## config.mk

```make
export PLATFORM = sky130hd
export DESIGN_NAME = calc_mask_multi
export DESIGN_NICKNAME = d
export VERILOG_FILES = /design/src/rtl/calc_mask_pkg.sv /design/src/rtl/calc_mask_span.sv /design/src/rtl/calc_mask_multi.sv
export SDC_FILE = /design/constraint.sdc
export NUM_CORES = 1
export LEC_CHECK = 0
export ABC_AREA = 0
export BUFFER_PORTS_ARGS = -buffer_cell sky130_fd_sc_hd__buf_2
export CORE_ASPECT_RATIO = 0.8
export CORE_MARGIN = 2
export CORE_UTILIZATION = 40
export DETAILED_ROUTE_END_ITERATION = 6
export PLACE_DENSITY = 0.66
export REMOVE_ABC_BUFFERS = 1
export SLEW_MARGIN = 25
export SYNTH_ARGS = -nofsm -noshare
export SYNTH_HDL_FRONTEND = slang
export SYNTH_SLANG_ARGS = --single-unit
```

## constraint.sdc

```tcl
create_clock -name i_clk -period 9 [get_ports i_clk]
set_input_delay 0.9 -clock i_clk [delete_from_list [all_inputs] [get_ports i_clk]]
set_output_delay 0.9 -clock i_clk [all_outputs]
set_load 0.05 [all_outputs]
```

## src/rtl/calc_mask_pkg.sv

```systemverilog
// Shared types and width helpers for the multi-column mask calculator.
// Holds the FSM state encoding plus beat-size and span-width helpers.
package calc_mask_pkg;

    typedef enum logic [1:0] {
        IDLE  = 2'd0,
        LOAD  = 2'd1,
        ISSUE = 2'd2,
        DONE  = 2'd3
    } state_e;

    function automatic int calc_lb(input int beat_bytes);
        return $clog2(beat_bytes);
    endfunction

    // Width of (lane + width - 1): wide enough that the beat count never truncates.
    function automatic int span_w(input int lb, input int colw);
        return ((lb > colw) ? lb : colw) + 2;
    endfunction

endpackage

```

## src/rtl/calc_mask_span.sv

```systemverilog
// Combinational byte-span decoder: (byte address, width) -> beat address,
// first lane, last lane and number of beats touched.
module calc_mask_span
    import calc_mask_pkg::*;
#(
    parameter int ADDR_W     = 32,
    parameter int COLW_W     = 6,
    parameter int BEAT_BYTES = 16,
    localparam int LB        = calc_lb(BEAT_BYTES)
) (
    input  logic [ADDR_W-1:0]    byte_addr,
    input  logic [COLW_W-1:0]    width,
    output logic [ADDR_W-LB-1:0] beat_addr,
    output logic [LB-1:0]        start_lane,
    output logic [LB-1:0]        last_lane,
    output logic [COLW_W-1:0]    beats
);

    localparam int SW = span_w(LB, COLW_W);

    logic [SW-1:0] last_off;

    assign beat_addr  = byte_addr[ADDR_W-1:LB];
    assign start_lane = byte_addr[LB-1:0];
    assign last_off   = SW'(start_lane) + SW'(width) - SW'(1);
    assign last_lane  = last_off[LB-1:0];
    assign beats      = COLW_W'((last_off >> LB) + SW'(1));

endmodule

```

## src/rtl/calc_mask_multi.sv

```systemverilog
// Walks rows x projected columns of a row-major table, issuing one read request
// and one packed write address per cell. Optional check: CALC_MASK_MULTI_ERR_CHK_EN.
module calc_mask_multi
    import calc_mask_pkg::*;
#(
    parameter int ADDR_W     = 32,
    parameter int SIZE_W     = 16,
    parameter int COLW_W     = 6,
    parameter int BEAT_BYTES = 16,
    parameter int MAX_COLS   = 4,
    localparam int LB        = calc_lb(BEAT_BYTES),
    localparam int NW        = $clog2(MAX_COLS + 1),
    localparam int CW        = $clog2(MAX_COLS)
) (
    input  logic                       i_clk,
    input  logic                       i_rst,
    input  logic                       i_start,
    input  logic [ADDR_W-1:0]          i_base_addr,
    input  logic [SIZE_W-1:0]          i_row_size,
    input  logic [SIZE_W-1:0]          i_row_cnt,
    input  logic [NW-1:0]              i_num_cols,
    input  logic [MAX_COLS*SIZE_W-1:0] i_col_offset,
    input  logic [MAX_COLS*COLW_W-1:0] i_col_width,
    output logic                       o_busy,
    output logic                       o_done,
    output logic                       o_req_valid,
    input  logic                       i_req_ready,
    output logic [ADDR_W-LB-1:0]       o_req_addr,
    output logic [COLW_W-1:0]          o_req_beats,
    output logic [LB-1:0]              o_req_start,
    output logic [LB-1:0]              o_req_end,
    output logic [CW-1:0]              o_req_col,
    output logic                       o_req_last,
    output logic [ADDR_W-1:0]          o_w_addr,
    output logic [COLW_W-1:0]          o_w_beats,
    output logic                       o_err
);

    state_e              state;
    logic [ADDR_W-1:0]   row_base;
    logic [SIZE_W-1:0]   row_size;
    logic [SIZE_W-1:0]   row_cnt;
    logic [SIZE_W-1:0]   row_idx;
    logic [NW-1:0]       num_cols;
    logic [SIZE_W-1:0]   col_off [MAX_COLS];
    logic [COLW_W-1:0]   col_wid [MAX_COLS];

    logic                hs;
    logic                col_last;
    logic                row_last;
    logic                empty_job;
    logic                cfg_bad;
    logic                adv;

    logic [CW-1:0]       nxt_col;
    logic [ADDR_W-1:0]   nxt_base;
    logic [ADDR_W-1:0]   nxt_waddr;
    logic [ADDR_W-1:0]   nxt_byte;
    logic [COLW_W-1:0]   nxt_wid;
    logic                nxt_last;

    logic [ADDR_W-LB-1:0] rd_addr;
    logic [LB-1:0]        rd_start;
    logic [LB-1:0]        rd_end;
    logic [COLW_W-1:0]    rd_beats;
    logic [ADDR_W-LB-1:0] wr_addr;
    logic [LB-1:0]        wr_start;
    logic [LB-1:0]        wr_end;
    logic [COLW_W-1:0]    wr_beats;
    logic                 unused_wr;

    assign hs        = o_req_valid && i_req_ready;
    assign col_last  = (NW'(o_req_col) + NW'(1)) == num_cols;
    assign row_last  = (row_idx + SIZE_W'(1)) == row_cnt;
    assign empty_job = (row_cnt == '0) || (num_cols == '0);
    assign adv       = (state == LOAD && !empty_job && !cfg_bad)
                    || (state == ISSUE && hs && !(col_last && row_last));

    // Next cell: LOAD seeds (row 0, col 0, w_addr 0); ISSUE steps from the current request.
    always_comb begin
        nxt_col   = '0;
        nxt_base  = row_base;
        nxt_waddr = '0;
        if (state == ISSUE) begin
            nxt_waddr = o_w_addr + ADDR_W'(col_wid[o_req_col]);
            if (col_last) begin
                nxt_base = row_base + ADDR_W'(row_size);
            end else begin
                nxt_col = o_req_col + CW'(1);
            end
        end
    end

    assign nxt_byte = nxt_base + ADDR_W'(col_off[nxt_col]);
    assign nxt_wid  = col_wid[nxt_col];
    assign nxt_last = (NW'(nxt_col) + NW'(1)) == num_cols;

    calc_mask_span #(
        .ADDR_W     (ADDR_W),
        .COLW_W     (COLW_W),
        .BEAT_BYTES (BEAT_BYTES)
    ) u_rd_span (
        .byte_addr  (nxt_byte),
        .width      (nxt_wid),
        .beat_addr  (rd_addr),
        .start_lane (rd_start),
        .last_lane  (rd_end),
        .beats      (rd_beats)
    );

    calc_mask_span #(
        .ADDR_W     (ADDR_W),
        .COLW_W     (COLW_W),
        .BEAT_BYTES (BEAT_BYTES)
    ) u_wr_span (
        .byte_addr  (nxt_waddr),
        .width      (nxt_wid),
        .beat_addr  (wr_addr),
        .start_lane (wr_start),
        .last_lane  (wr_end),
        .beats      (wr_beats)
    );

    // Only the beat count of the write span is needed; o_w_addr carries the address.
    assign unused_wr = ^{wr_addr, wr_start, wr_end};

    always_ff @(posedge i_clk or posedge i_rst) begin
        if (i_rst) begin
            state       <= IDLE;
            o_busy      <= 1'b0;
            o_done      <= 1'b0;
            o_req_valid <= 1'b0;
        end else begin
            case (state)
                IDLE: begin
                    o_done <= 1'b0;
                    if (i_start) begin
                        state  <= LOAD;
                        o_busy <= 1'b1;
                    end
                end
                LOAD: begin
                    if (empty_job || cfg_bad) begin
                        state  <= DONE;
                        o_done <= 1'b1;
                    end else begin
                        state       <= ISSUE;
                        o_req_valid <= 1'b1;
                    end
                end
                ISSUE: begin
                    if (hs && col_last && row_last) begin
                        state       <= DONE;
                        o_req_valid <= 1'b0;
                        o_done      <= 1'b1;
                    end
                end
                DONE: begin
                    state  <= IDLE;
                    o_busy <= 1'b0;
                    o_done <= 1'b0;
                end
                default: state <= IDLE;
            endcase
        end
    end

    // Config latch and request registers; request fields only move on adv.
    always_ff @(posedge i_clk or posedge i_rst) begin
        if (i_rst) begin
            row_base    <= '0;
            row_size    <= '0;
            row_cnt     <= '0;
            row_idx     <= '0;
            num_cols    <= '0;
            o_req_addr  <= '0;
            o_req_beats <= '0;
            o_req_start <= '0;
            o_req_end   <= '0;
            o_req_col   <= '0;
            o_req_last  <= 1'b0;
            o_w_addr    <= '0;
            o_w_beats   <= '0;
            for (int c = 0; c < MAX_COLS; c++) begin
                col_off[c] <= '0;
                col_wid[c] <= '0;
            end
        end else begin
            if (state == IDLE && i_start) begin
                row_base <= i_base_addr;
                row_size <= i_row_size;
                row_cnt  <= i_row_cnt;
                num_cols <= i_num_cols;
                row_idx  <= '0;
                o_w_addr <= '0;
                for (int c = 0; c < MAX_COLS; c++) begin
                    col_off[c] <= i_col_offset[c*SIZE_W +: SIZE_W];
                    col_wid[c] <= i_col_width[c*COLW_W +: COLW_W];
                end
            end
            if (adv) begin
                o_req_addr  <= rd_addr;
                o_req_beats <= rd_beats;
                o_req_start <= rd_start;
                o_req_end   <= rd_end;
                o_req_col   <= nxt_col;
                o_req_last  <= nxt_last;
                o_w_addr    <= nxt_waddr;
                o_w_beats   <= wr_beats;
                row_base    <= nxt_base;
                if (state == ISSUE && col_last) begin
                    row_idx <= row_idx + SIZE_W'(1);
                end
            end
        end
    end

`ifdef CALC_MASK_MULTI_ERR_CHK_EN
    localparam int SW1 = SIZE_W + 1;

    // A used column must be non-empty and lie entirely within the row.
    always_comb begin
        cfg_bad = 1'b0;
        for (int c = 0; c < MAX_COLS; c++) begin
            if (NW'(c) < num_cols) begin
                if (col_wid[c] == '0 ||
                    (SW1'(col_off[c]) + SW1'(col_wid[c])) > SW1'(row_size)) begin
                    cfg_bad = 1'b1;
                end
            end
        end
    end

    always_ff @(posedge i_clk or posedge i_rst) begin
        if (i_rst) begin
            o_err <= 1'b0;
        end else if (state == IDLE && i_start) begin
            o_err <= 1'b0;
        end else if (state == LOAD && cfg_bad) begin
            o_err <= 1'b1;
        end
    end
`else
    assign cfg_bad = 1'b0;
    assign o_err   = 1'b0;
`endif

endmodule
```

# Word-level counts from Yosys, hierarchy flattened

Index checks and enable logic that the tools add are counted.

Register bits after elaboration: 259
Output and inout bits: 87

Add/subtract/negate cells: 13
$lt $le $gt $ge: 2
Eq/ne operators: 10
Mux-type cells: 33
Bitwise operators: 2
Reduce and logical (&&, ||, !) cells: 24

Operator list:

| kind                    | count |
|---|---|
| $mux W32                | 7 |
| $mux W16                | 5 |
| $add A32 B16 Y32        | 2 |
| $add A32 B6 Y32         | 1 |
| $bmux W16 S2            | 1 |
| $bmux W6 S2             | 2 |
| $mux W6                 | 4 |
| $add A16 B1 Y16 const B | 1 |
| $eq A16 B16 Y1          | 1 |
| $logic_not A16 Y1       | 1 |
| $sub A8 B1 Y8 const B   | 2 |
| $add A4 B6 Y7           | 2 |
| $add A4 B1 Y5 const B   | 2 |
| $logic_and A1 B1 Y1     | 9 |
| $mux W2                 | 4 |
| $pmux W2 S4             | 1 |
| $add A2 B1 Y3 const B   | 2 |
| $eq A3 B3 Y1            | 2 |
| $ge A3 B3 Y1 const B    | 2 |
| $mux W1                 | 6 |
| $ne A2 B2 Y1 const B    | 3 |
| $not A2 Y3              | 2 |
| $reduce_and A2 Y1       | 3 |
| $reduce_bool A2 Y1      | 3 |
| 12 further kinds        | 16 |

# Logic depth before layout (Yosys ltp)

Depth in word-level cells: 12
Gate-level depth with buffers: 26
Gate-level depth less buffers: 24

# Hierarchy

A second synthesis with hierarchy kept.

Cells, all modules: 2025
Area total of the unflattened synthesis: 16385.7 µm²

Modules (own cells, without submodules):

| module          | times used | cells an instance | area each (µm²) | seq. area each (µm²) |
|---|---|---|---|---|
| calc_mask_multi | 1          | 1843              | 15004.4         | 6481.2 |
| calc_mask_span  | 2          | 91                | 690.7           | 0.0 |

# Worst setup path after synthesis

No wires, ideal clock.

Path type: reg2reg
Start point: register o_req_col[0]
End point: register o_req_beats[4]
Setup time: 0.076 ns
Arrival: 5.485 ns
Path slack: 3.438 ns
Stages on the path, launching flop included: 23
Path buffers: 2
Period minus slack after synthesis: 5.562 ns
Cells stage by stage: dfrtp_1 > ha_1 > buf_4 > xor2_4 > o311ai_4 > clkbuf_1 > nand2_1 > a31oi_1 > ha_1 > inv_1 > fa_1 > xnor2_1 > ha_1 > a21o_1 > a211oi_2 > nand2b_1 > o2111a_1 > or3_1 > xnor2_1 > ha_1 > inv_1 > or4_1 > o21ai_1

Cells in the longest elaborated chain, start to end: 12
Elaborated cells between the ends (all ways): 22
Classes of those cells: add/sub: 6; eq/ne: 1; mux: 10; bitwise: 1; reduce/logical: 4

Ends and longest elaborated chain:

| element                                     | RTL line                                     | text |
|---|---|---|
| start: declaration                          | calc_mask_multi.sv:32                        | `output logic [CW-1:0] o_req_col,` |
| start signal: assignment                    | calc_mask_multi.sv:206                       | `o_req_col <= nxt_col;` |
| $add A2 B1 Y3                               | calc_mask_multi.sv:73                        | `assign col_last = (NW'(o_req_col) + NW'(1)) == num_cols;` |
| $eq A3 B3 Y1                                | calc_mask_multi.sv:73                        |  |
| $mux W2                                     | calc_mask_multi.sv:86                        | `if (col_last) begin` |
| $mux W2                                     | calc_mask_multi.sv:84                        | `if (state == ISSUE) begin` |
| $not A2 Y3 (not written as such)            | calc_mask_multi.sv:94, calc_mask_multi.sv:95 |  |
| $bmux W16 S2                                | calc_mask_multi.sv:94                        | `assign nxt_byte = nxt_base + ADDR_W'(col_off[nxt_col]);` |
| $mux W16 (not written as such) (2 in a row) | calc_mask_multi.sv:94                        |  |
| $add A32 B16 Y32                            | calc_mask_multi.sv:94                        |  |
| $add A4 B6 Y7                               | calc_mask_span.sv:25                         | `assign last_off = SW'(start_lane) + SW'(width) - SW'(1);` |
| $sub A8 B1 Y8                               | calc_mask_span.sv:25                         |  |
| $add A4 B1 Y5                               | calc_mask_span.sv:27                         | `assign beats = COLW_W'((last_off >> LB) + SW'(1));` |
| end signal: assignment                      | calc_mask_multi.sv:203                       | `o_req_beats <= rd_beats;` |
| end: declaration                            | calc_mask_multi.sv:29                        | `output logic [COLW_W-1:0] o_req_beats,` |

Parallel ways exist; a longest one is shown, timed or not. The select of a mux whose other input is x is not followed.
A chain may end at the register's enable or synchronous reset.

# Worst setup path in the final report

Ends and elaborated chain as after synthesis.

==> results.cfg <==
[outcome]
status = finished clean

[clock_network]
cts_resized = 0
cts_buffer_depth = 3
clkSlewWorstSetupHoldPaths_ns = 0.06
tritoncts = built
clock-root-buffer = clkbuf_16
cts_setup_buffers = 0
cts_buffers = 29
clock-sinks = 257
ctsHoldBuffers = 0
cts_max_level = 1
clk-insertion-delay-late_ns = 0.59

[floorplanning]
die_w_um = 225
num_io_pins = 246
die_area_sq_um = 40700
initial_core_util_pct = 40.8
die_h_um = 181
row_count = 64
core-area_sq_um = 38400

[pwr]
power_density_nw_per_um2 = 467
ir_drop_v = 0.000265
power_mw = 8.47
clockPowerShare_pct = 14.4
power_switching_mw = 4.21
switching_share_pct = 49.7
leakagePower_nw = 8.84
intPower_mw = 4.26
p_comb_share_pct = 60.9
seqPwrFrac_pct = 24.7

[layout]
multi_input_area_sq_um = 8680
layout.area.seq_sq_um = 6430
final_nets = 2327
layout-drive-gt1-share_pct = 15.8
design_area_sq_um = 18200
nFillCells = 3752
finalNonFillerCells = 2623
area_growth_pct = 16.1
final_core_util_pct = 47.3

[run]
cap_violations = 0

[detailed_routing]
avgViaCountPerCell = 5.49
vias = 14400
drc_errors = 0
first_iter_violations = 1132
drt_wl_total_um = 47100
dr.pass1.iters = 6
wl_per_cell_um = 17.9
ant_nets = 0

[worst_setup_path]
cp_cell_sequence = ha_1 > xor2_4 > o311ai_4 > clkinv_1 > nand2_1 > a31oi_1 > ha_1 > inv_1 > fa_1 > fa_1 > nand3b_1 > a221oi_1 > a211oi_1 > xnor2_1 > nor2_1 > nand2_1 > xnor2_1 > ha_1 > inv_1 > or4_1 > o21ai_1
critical_path.max_stage_delay_ns = 0.86
worstPathMaxFanout = 33
worst-path-buf-inv = 3
worstPathArrival_ns = 7.36
r2r_slack_ns = 2.14
cp_data_required_time_ns = 9.49
start_kind = register
cp_slowest_cell = dfrtp_2
crit_path_end_kind = register
cp_common_cell = ha_1
cp-startpoint = o_req_col[0]
crit_family = adder cells
timing.rr.start = o_req_col[0]
crit_type = register to register

[logic_synthesis]
syn_area_per_cell_sq_um = 8.13
ys_seq_area_share_pct = 41.1
synth_commonest_cells = nand2_1 (586), dfrtp_1 (257), nor2_1 (149), o21ai_0 (114), clkbuf_1 (74)
synthTopCellsByArea = dfrtp_1 (41%), nand2_1 (14%), ha_1 (4.5%), o21ai_0 (3.6%), nor2_1 (3.6%)
yosysMostFrequentCell = nand2_1
synth_ff_type = dfrtp_1
synth-edff-count = 0
synth_top_cell_by_area = dfrtp_1
synth_top_area_share_pct = 41.1
synth.cell_area_sq_um = 15600
async_flop_share_pct = 100
synthesis.instances = 1923
ys_types = 79
ys_seq_elements = 257
yosysWarnings = 0

[place]
hpwlAfterDp_um = 34000
dp_cells = 2571
place.port_buffers = 242
gp_congestion = 0.874
placed_cell_area_sq_um = 17200

[hold_path]
hp-class = input port to asynchronous set/reset pin

[global_route]
grt_first_pass_wirelength_um = 75600
grt_remaining_overflow = 0
antenna_found_initial = 1
grtUsageTotal_pct = 23.1
grt_max_degree = 121
grt_pass1_vias = 13900

[timing]
finalSetupViolCount = 0
slew_viol_final = 0
fin_skew_ns = 0.0294
worst_pin_slew_ns = 0.963
max_freq_mhz = 146
grt_setup_unrepaired = false
min_period_over_period_pct = 76.3
max-slew-margin-rel_pct = 35.4
hold_violations = 0
period_needed_ns = 6.86
finalSetupTns_ns = 0
[power groups by stage]
stage / Sequential [mW] / Combinational, mW / Clock [mW]
4_1_cts: 2.08 / 5.14 / 1.24
2_1_floorplan: 2.33 / 3.59 / 0
5_1_grt: 2.15 / 5.75 / 1.29
3_5_place_dp: 2.09 / 5.10 / 0
3_3_place_gp: 2.09 / 4.98 / 0
6_report: 2.09 / 5.16 / 1.22
[cell families (layout without fill, tap and decap cells)]
family	count (synthesis)	count (layout)	synth area share, %
compound gates	423	423	17.7
xor+xnor	88	88	5.19
fa+ha+maj	61	61	5.12
buf+inv	140	342	3.65
flops	257	257	41.1
mux	22	22	1.93
other cells	1	4	0.0240
simple gates	931	931	25.3
[cell usage in the layout (no fill, tap or decap), drive strengths merged, types with 13 or more instances in the layout]
master / n
a211oi: 20
a21o: 23
a21oi: 73
a31oi: 47
and2: 14
and3: 19
buf: 254
clkbuf: 40
dfrtp: 257
ha: 56
inv: 37
nand2: 586
nand3: 43
nand4: 22
nor2: 149
nor2b: 13
nor3: 25
nor4: 15
o21a: 23
o21ai: 123
o22ai: 23
o31ai: 13
xnor2: 52
xor2: 36
[worst reg2reg max path: cells and delay by family, from the launching register on]
| kind | cells | cell delay, ns |
|---|---|---|
| AOI/OAI and AO/OA | 5 | 0.87 |
| xor gates and xnor gates | 3 | 0.59 |
| adders and majority gates | 5 | 2.26 |
| buffers and inverters | 3 | 0.93 |
| DFF | 1 | 0.86 |
| and+or+nand+nor | 5 | 1.27 |
[stage by stage]
step	hold slack (ns)	worst slack, ns
2_1_floorplan	0.438	0.661
3_3_place_gp	0.461	2.39
3_5_place_dp	0.455	2.11
4_1_cts	0.470	2.07
5_1_grt	0.492	1.57
6_report	0.448	2.14
[path summary, 6_finish.rpt]
| kind | to | cells past startpoint |
|---|---|---|
| setup / recovery | o_req_beats[4] | 21 |
| hold / removal | col_off[7] | 2 |
| setup reg to reg | o_req_beats[4] | 21 |
| hold reg to reg | o_w_addr[31] | 1 |
| max in group asynchronous | o_req_end[1] | 3 |
| min in group i_clk | o_w_addr[31] | 1 |
[area by class of cell]
cell class,instances,share of cell area [%]
clock inverters,11,0.792
multi-input cells,1528,47.8
well taps,495,3.41
diodes,1,0.0138
flip-flops and latches,257,35.4
inverters,37,0.806
repair buffers,254,7.28
clock buffers,40,4.50
[state kept, by name, summed over array words and instances, names as in the netlist, 2 cells and up]
signal and flops:
col_off 64, col_wid 24, num_cols 3, o_req_addr 28, o_req_beats 5, o_req_col 2
o_req_end 4, o_req_start 4, o_w_addr 32, o_w_beats 5, row_base 32, row_cnt 16
row_idx 16, row_size 16, state 2
[per-layer routing]
metal / routed length, um / vias up / GRT usage (%)
met4: 1320 / 0 / 6.60
met1: 22300 / 6877 / 33.1
met3: 2830 / 80 / 3.79
met2: 20600 / 429 / 35.9
li1: - / 7021 / -
met5: 0 / - / 0
Power figures use the tool's default switching activity.
